### config.mk
export PLATFORM = sky130hd
export DESIGN_NAME = mem_port_arbiter
export DESIGN_NICKNAME = d
export VERILOG_FILES = /design/src/rtl/mem_port_arbiter.sv
export SDC_FILE = /design/constraint.sdc
export NUM_CORES = 1
export LEC_CHECK = 0
export ABC_AREA = 1
export ABC_CLOCK_PERIOD_IN_PS = 2250
export CAP_MARGIN = 20
export CORE_MARGIN = 2
export CORE_UTILIZATION = 40
export DETAILED_ROUTE_END_ITERATION = 10
export HOLD_SLACK_MARGIN = 0.15
export PLACE_DENSITY = 0.86
export SLEW_MARGIN = 0
export SYNTH_ARGS = -nofsm -noshare
export SYNTH_HDL_FRONTEND = slang
export SYNTH_SLANG_ARGS = --single-unit
### constraint.sdc
create_clock -name clk -period 2.25 [get_ports clk]
set_clock_uncertainty 0.15 [all_clocks]
set_input_delay 0.225 -clock clk [delete_from_list [all_inputs] [get_ports clk]]
set_output_delay 0.225 -clock clk [all_outputs]
set_load 0.01 [all_outputs]
### src/rtl/mem_port_arbiter.sv
// Arbitrates one single-ported memory between a read-only fetch port and a read/write data port.
// Optional build macro ARB_ROUND_ROBIN_EN: alternate grants under contention instead of fixed DM priority.
module mem_port_arbiter #(
    parameter int LAT = 2
) (
    input  logic        clk,
    input  logic        reset,
    input  logic        if_req,
    input  logic [31:0] if_addr,
    output logic [31:0] if_rdata,
    output logic        if_ready,
    input  logic        dm_req,
    input  logic        dm_we,
    input  logic [31:0] dm_addr,
    input  logic [31:0] dm_wdata,
    output logic [31:0] dm_rdata,
    output logic        dm_ready,
    output logic        mem_en,
    output logic        mem_we,
    output logic [31:0] mem_addr,
    output logic [31:0] mem_wdata,
    input  logic [31:0] mem_rdata,
    output logic        busy
);

    typedef enum logic [1:0] {
        IDLE  = 2'd0,
        ISSUE = 2'd1,
        WAIT  = 2'd2,
        DONE  = 2'd3
    } state_t;

    localparam logic OWNER_IF = 1'b0;
    localparam logic OWNER_DM = 1'b1;

    // The wait counter starts at LAT so that the capture cycle lines up with
    // mem_rdata arriving LAT cycles after the mem_en cycle.
    localparam logic [2:0] LAT_CNT = 3'(LAT);

    state_t     state;
    logic [2:0] cnt;
    logic       owner;
    logic       grant_dm;

`ifdef ARB_ROUND_ROBIN_EN
    logic last_owner;

    always_comb begin
        grant_dm = dm_req && (!if_req || (last_owner == OWNER_IF));
    end
`else
    // The data port belongs to the older instruction, so it always wins.
    always_comb begin
        grant_dm = dm_req;
    end
`endif

    always_ff @(posedge clk) begin
        if (reset) begin
            state     <= IDLE;
            cnt       <= 3'd0;
            owner     <= OWNER_IF;
            mem_en    <= 1'b0;
            mem_we    <= 1'b0;
            mem_addr  <= 32'd0;
            mem_wdata <= 32'd0;
            if_rdata  <= 32'd0;
            dm_rdata  <= 32'd0;
            if_ready  <= 1'b0;
            dm_ready  <= 1'b0;
            busy      <= 1'b0;
`ifdef ARB_ROUND_ROBIN_EN
            last_owner <= OWNER_IF;
`endif
        end else begin
            mem_en   <= 1'b0;
            if_ready <= 1'b0;
            dm_ready <= 1'b0;
            case (state)
                IDLE: begin
                    if (if_req || dm_req) begin
                        state  <= ISSUE;
                        busy   <= 1'b1;
                        mem_en <= 1'b1;
                        if (grant_dm) begin
                            owner     <= OWNER_DM;
                            mem_addr  <= dm_addr;
                            mem_we    <= dm_we;
                            mem_wdata <= dm_wdata;
                        end else begin
                            owner    <= OWNER_IF;
                            mem_addr <= if_addr;
                            mem_we   <= 1'b0;
                        end
                    end
                end
                ISSUE: begin
                    if (mem_we) begin
                        state    <= DONE;
                        dm_ready <= 1'b1;
                    end else begin
                        cnt   <= LAT_CNT;
                        state <= WAIT;
                    end
                end
                WAIT: begin
                    cnt <= cnt - 3'd1;
                    if (cnt == 3'd1) begin
                        state <= DONE;
                        if (owner == OWNER_DM) begin
                            dm_rdata <= mem_rdata;
                            dm_ready <= 1'b1;
                        end else begin
                            if_rdata <= mem_rdata;
                            if_ready <= 1'b1;
                        end
                    end
                end
                DONE: begin
                    state <= IDLE;
                    busy  <= 1'b0;
`ifdef ARB_ROUND_ROBIN_EN
                    last_owner <= owner;
`endif
                end
                default: begin
                    state <= IDLE;
                    busy  <= 1'b0;
                end
            endcase
        end
    end

endmodule

==> results of run 1 <==
-- cell families (layout without fill, tap and decap cells) --
family,count (synthesis),count (layout),synth area share
AND/OR/NAND/NOR,251,251,0.184
flip-flops,139,139,0.510
adder cells (fa/ha/maj),7,7,0.0160
buffers and inverters,124,379,0.100
AO/OA/AOI/OAI,207,207,0.190
-- sequential cells by signal, indices dropped and copies added, names as in the netlist --
signal / cells
busy: 1
cnt: 3
dm_rdata: 32
dm_ready: 1
if_rdata: 32
if_ready: 1
mem_addr: 32
mem_en: 1
mem_wdata: 32
mem_we: 1
owner: 1
state: 2
-- final cells by class --
| cell class | count | area [µm²] | share of cell area |
|---|---|---|---|
| Sequential cell | 139 | 2780 | 0.319 |
| Clock buffer | 26 | 509 | 0.0583 |
| Clock inverter | 2 | 35.0 | 0.00401 |
| Timing Repair Buffer | 275 | 2760 | 0.317 |
| Tap cell | 176 | 220 | 0.0252 |
| Multi-Input combinational cell | 465 | 2130 | 0.244 |
| Inverter | 76 | 288 | 0.0330 |
-- routing by layer --
metal | up-vias | part of all wire | global-route usage
met2 | 206 | 0.51 | 0.383
met5 | - | 0 | 0
met3 | 33 | 0.072 | 0.0665
li1 | 2792 | - | -
met1 | 2426 | 0.39 | 0.236
met4 | 0 | 0.031 | 0.103
-- what timing repair did --
action                    4_1_cts  5_1_grt
hold buffers                    1        0
gates resized for setup         0        0
hold endpoints to repair        1        0
-- power breakdown --
group	switching (mW)	total, mW	internal, mW
Clock	0.942	2.58	1.64
Combinational	1.29	2.57	1.28
Sequential	0.250	3.18	2.93
Total	2.48	8.33	5.86
-- how the worst max path moves through the flow --
stage / from / to / slack [ns] / cells after the start
6_report: state[0]$_SDFFE_PP0P_ / dm_rdata[7]$_SDFFE_PP0P_ / 0.32 / 6
5_1_grt: state[0]$_SDFFE_PP0P_ / dm_rdata[0]$_SDFFE_PP0P_ / 0.13 / 6
4_1_cts: state[0]$_SDFFE_PP0P_ / dm_rdata[7]$_SDFFE_PP0P_ / 0.31 / 6
3_5_place_dp: state[0]$_SDFFE_PP0P_ / dm_rdata[2]$_SDFFE_PP0P_ / 0.35 / 6
3_3_place_gp: state[0]$_SDFFE_PP0P_ / dm_rdata[31]$_SDFFE_PP0P_ / 0.45 / 6
2_1_floorplan: state[0]$_SDFFE_PP0P_ / if_rdata[6]$_SDFFE_PP0P_ / 0.71 / 8
-- per-stage QoR --
stage	util	worst slack, ns
after floorplan	-	0.711
after global placement	0.615	0.446
after global routing	0.657	0.127
after CTS	0.657	0.310
final	0.657	0.322
after detailed placement	0.615	0.350
-- cell usage in the layout, fill, tap and decap left out, types with 2 or more instances in the layout --
cell | synthesis | final
nor2_1 | 133 | 133
dfxtp_1 | 139 | 139
buf_4 | 12 | 6
a21oi_1 | 73 | 73
o21ai_0 | 106 | 106
nand3_1 | 2 | 2
clkbuf_16 | 0 | 17
inv_2 | 1 | 2
o21ai_1 | 27 | 27
clkbuf_8 | 0 | 5
nor2_8 | 2 | 2
inv_1 | 74 | 73
clkbuf_1 | 18 | 4
buf_12 | 0 | 3
ha_1 | 7 | 7
clkdlybuf4s50_1 | 0 | 264
nand2_1 | 111 | 111
-- worst reg2reg max path: stages, from the launching register on --
cell     delay [ns]
dfxtp_1        0.35
inv_1          0.14
ha_1           0.36
nand4_4        0.14
inv_2          0.44
nand2_1        0.13
a21oi_1        0.16
==> impl_metrics.toml, run 1 <==
[outcome]
status = "finished, final reports clean"

[clocking]
clk_pin_slew_worst_paths_ns = 0.05
htreeDepth = 4
clock_path_buffers = 2
cts_tree = "done"
cts_sinks = 139
postCtsSetupBuffers = 0
cts_buffers = 17
clkLatencyLatePin_ns = 0.41
cts-root-buf = "clkbuf_16"

[route]
drt_iter0_drc = 265
vias_per_cell = 4.71
first_pass_iters = 4
num_vias = 5457
ant_nets = 0
avgRoutedWirePerCell_um = 13.6
drt_wl_total_um = 15800
drcViolationCount = 0

[power]
p_leak_nw = 3.40
vdd_ir_drop_max_mv = 0.515
power.density_nw_per_um2 = 955
finalPower_mw = 8.33

[logic_synthesis]
synth-seq-area-share = 0.510
syn_area_um2 = 5460
synth_edf_count = 0
synth_nets = 868
synth_flop_cell = "dfxtp_1"
synthDistinctLibCells = 21
synthTopCellsByArea = "dfxtp_1, o21ai_0, nor2_1, nand2_1, a21oi_1"
ys_ff_latch = 139
synthDominantCellAreaShare = 0.510
synth_top_area_cell = "dfxtp_1"
synthArstFlopShare = 0
postSynthCellCount = 728
synth_most_common_cell = "dfxtp_1"
avgSynthCellArea_um2 = 7.50
ys.warnings.count = 0
synth.top_cells.by_count = "dfxtp_1, nor2_1, nand2_1, o21ai_0, inv_1"

[timing]
max_freq_mhz = 519
setup_viol = 0
hold_viol = 0
tns_ns = 0
finalCritPeriodShare = 0.857
slew_headroom = 0.625
whs_ns = 0.246
period_minus_slack_ns = 1.93
maxSlewViolCount = 0
tightest_slew_ns = 0.562
rsz0062_at_grt = "false"

[hold_path]
min_from = "dm_we"
hold_class = "primary input to flop"
holdPathStages = 3
min_to = "mem_we$_SDFFE_PP0P_"

[floorplan]
fp.dieW_um = 121
design.core.area_um2 = 13300
boundaryPins = 266
rows = 42
dieArea_um2 = 14600
dieHeight_um = 121
initial_core_util = 0.411

[worst_setup_path]
regToRegStartpoint = "state[0]$_SDFFE_PP0P_"
r2r-end = "dm_rdata[7]$_SDFFE_PP0P_"
crit_path_max_incr_delay_ns = 0.44
critPathBufInv = 2
crit_arrival_ns = 2.12
cp_top_family = "buffers and inverters"
start_kind = "flop"
cp_max_fo = 32
crit_type = "flop to flop"
critical_path_required_ns = 2.44
slowest_stage = "inv_2"
worstRegToRegCells = 6
end_kind = "flop"
reg2reg_slack_ns = 0.32
cp_cell_sequence = "inv_1 -> ha_1 -> nand4_4 -> inv_2 -> nand2_1 -> a21oi_1"

[layout]
area_delta_synth_final_pct = 59.9
antenna_cells = 0
final_net_count = 1114
drive_gt1_frac = 0.0417
layout.cells.non_filler = 1159
nFillCells = 1099
fin_area_um2 = 8730

[global_route]
grt_antenna_before_repair = 0
grt.overflow.total = 0
grt_use_total = 0.217
grt_max_degree = 66
grt_pass1_wl_um = 25100
grt_pass1_vias = 5289

[placed_design]
gp_congestion = 0.817
hpwl_um = 11100
place_area_um2 = 8170
dp.cells = 1130
io_buffer_count = 265

[run]
drv_cap = 0
Note: power is estimated with default switching activity, not from simulation.
==> inputs of run 2 (changes only) <==
Settings changed: SLEW_MARGIN 0 to 25.
==> results of run 2 <==
Final layout, timing and power as in run 1 (identical DEF).
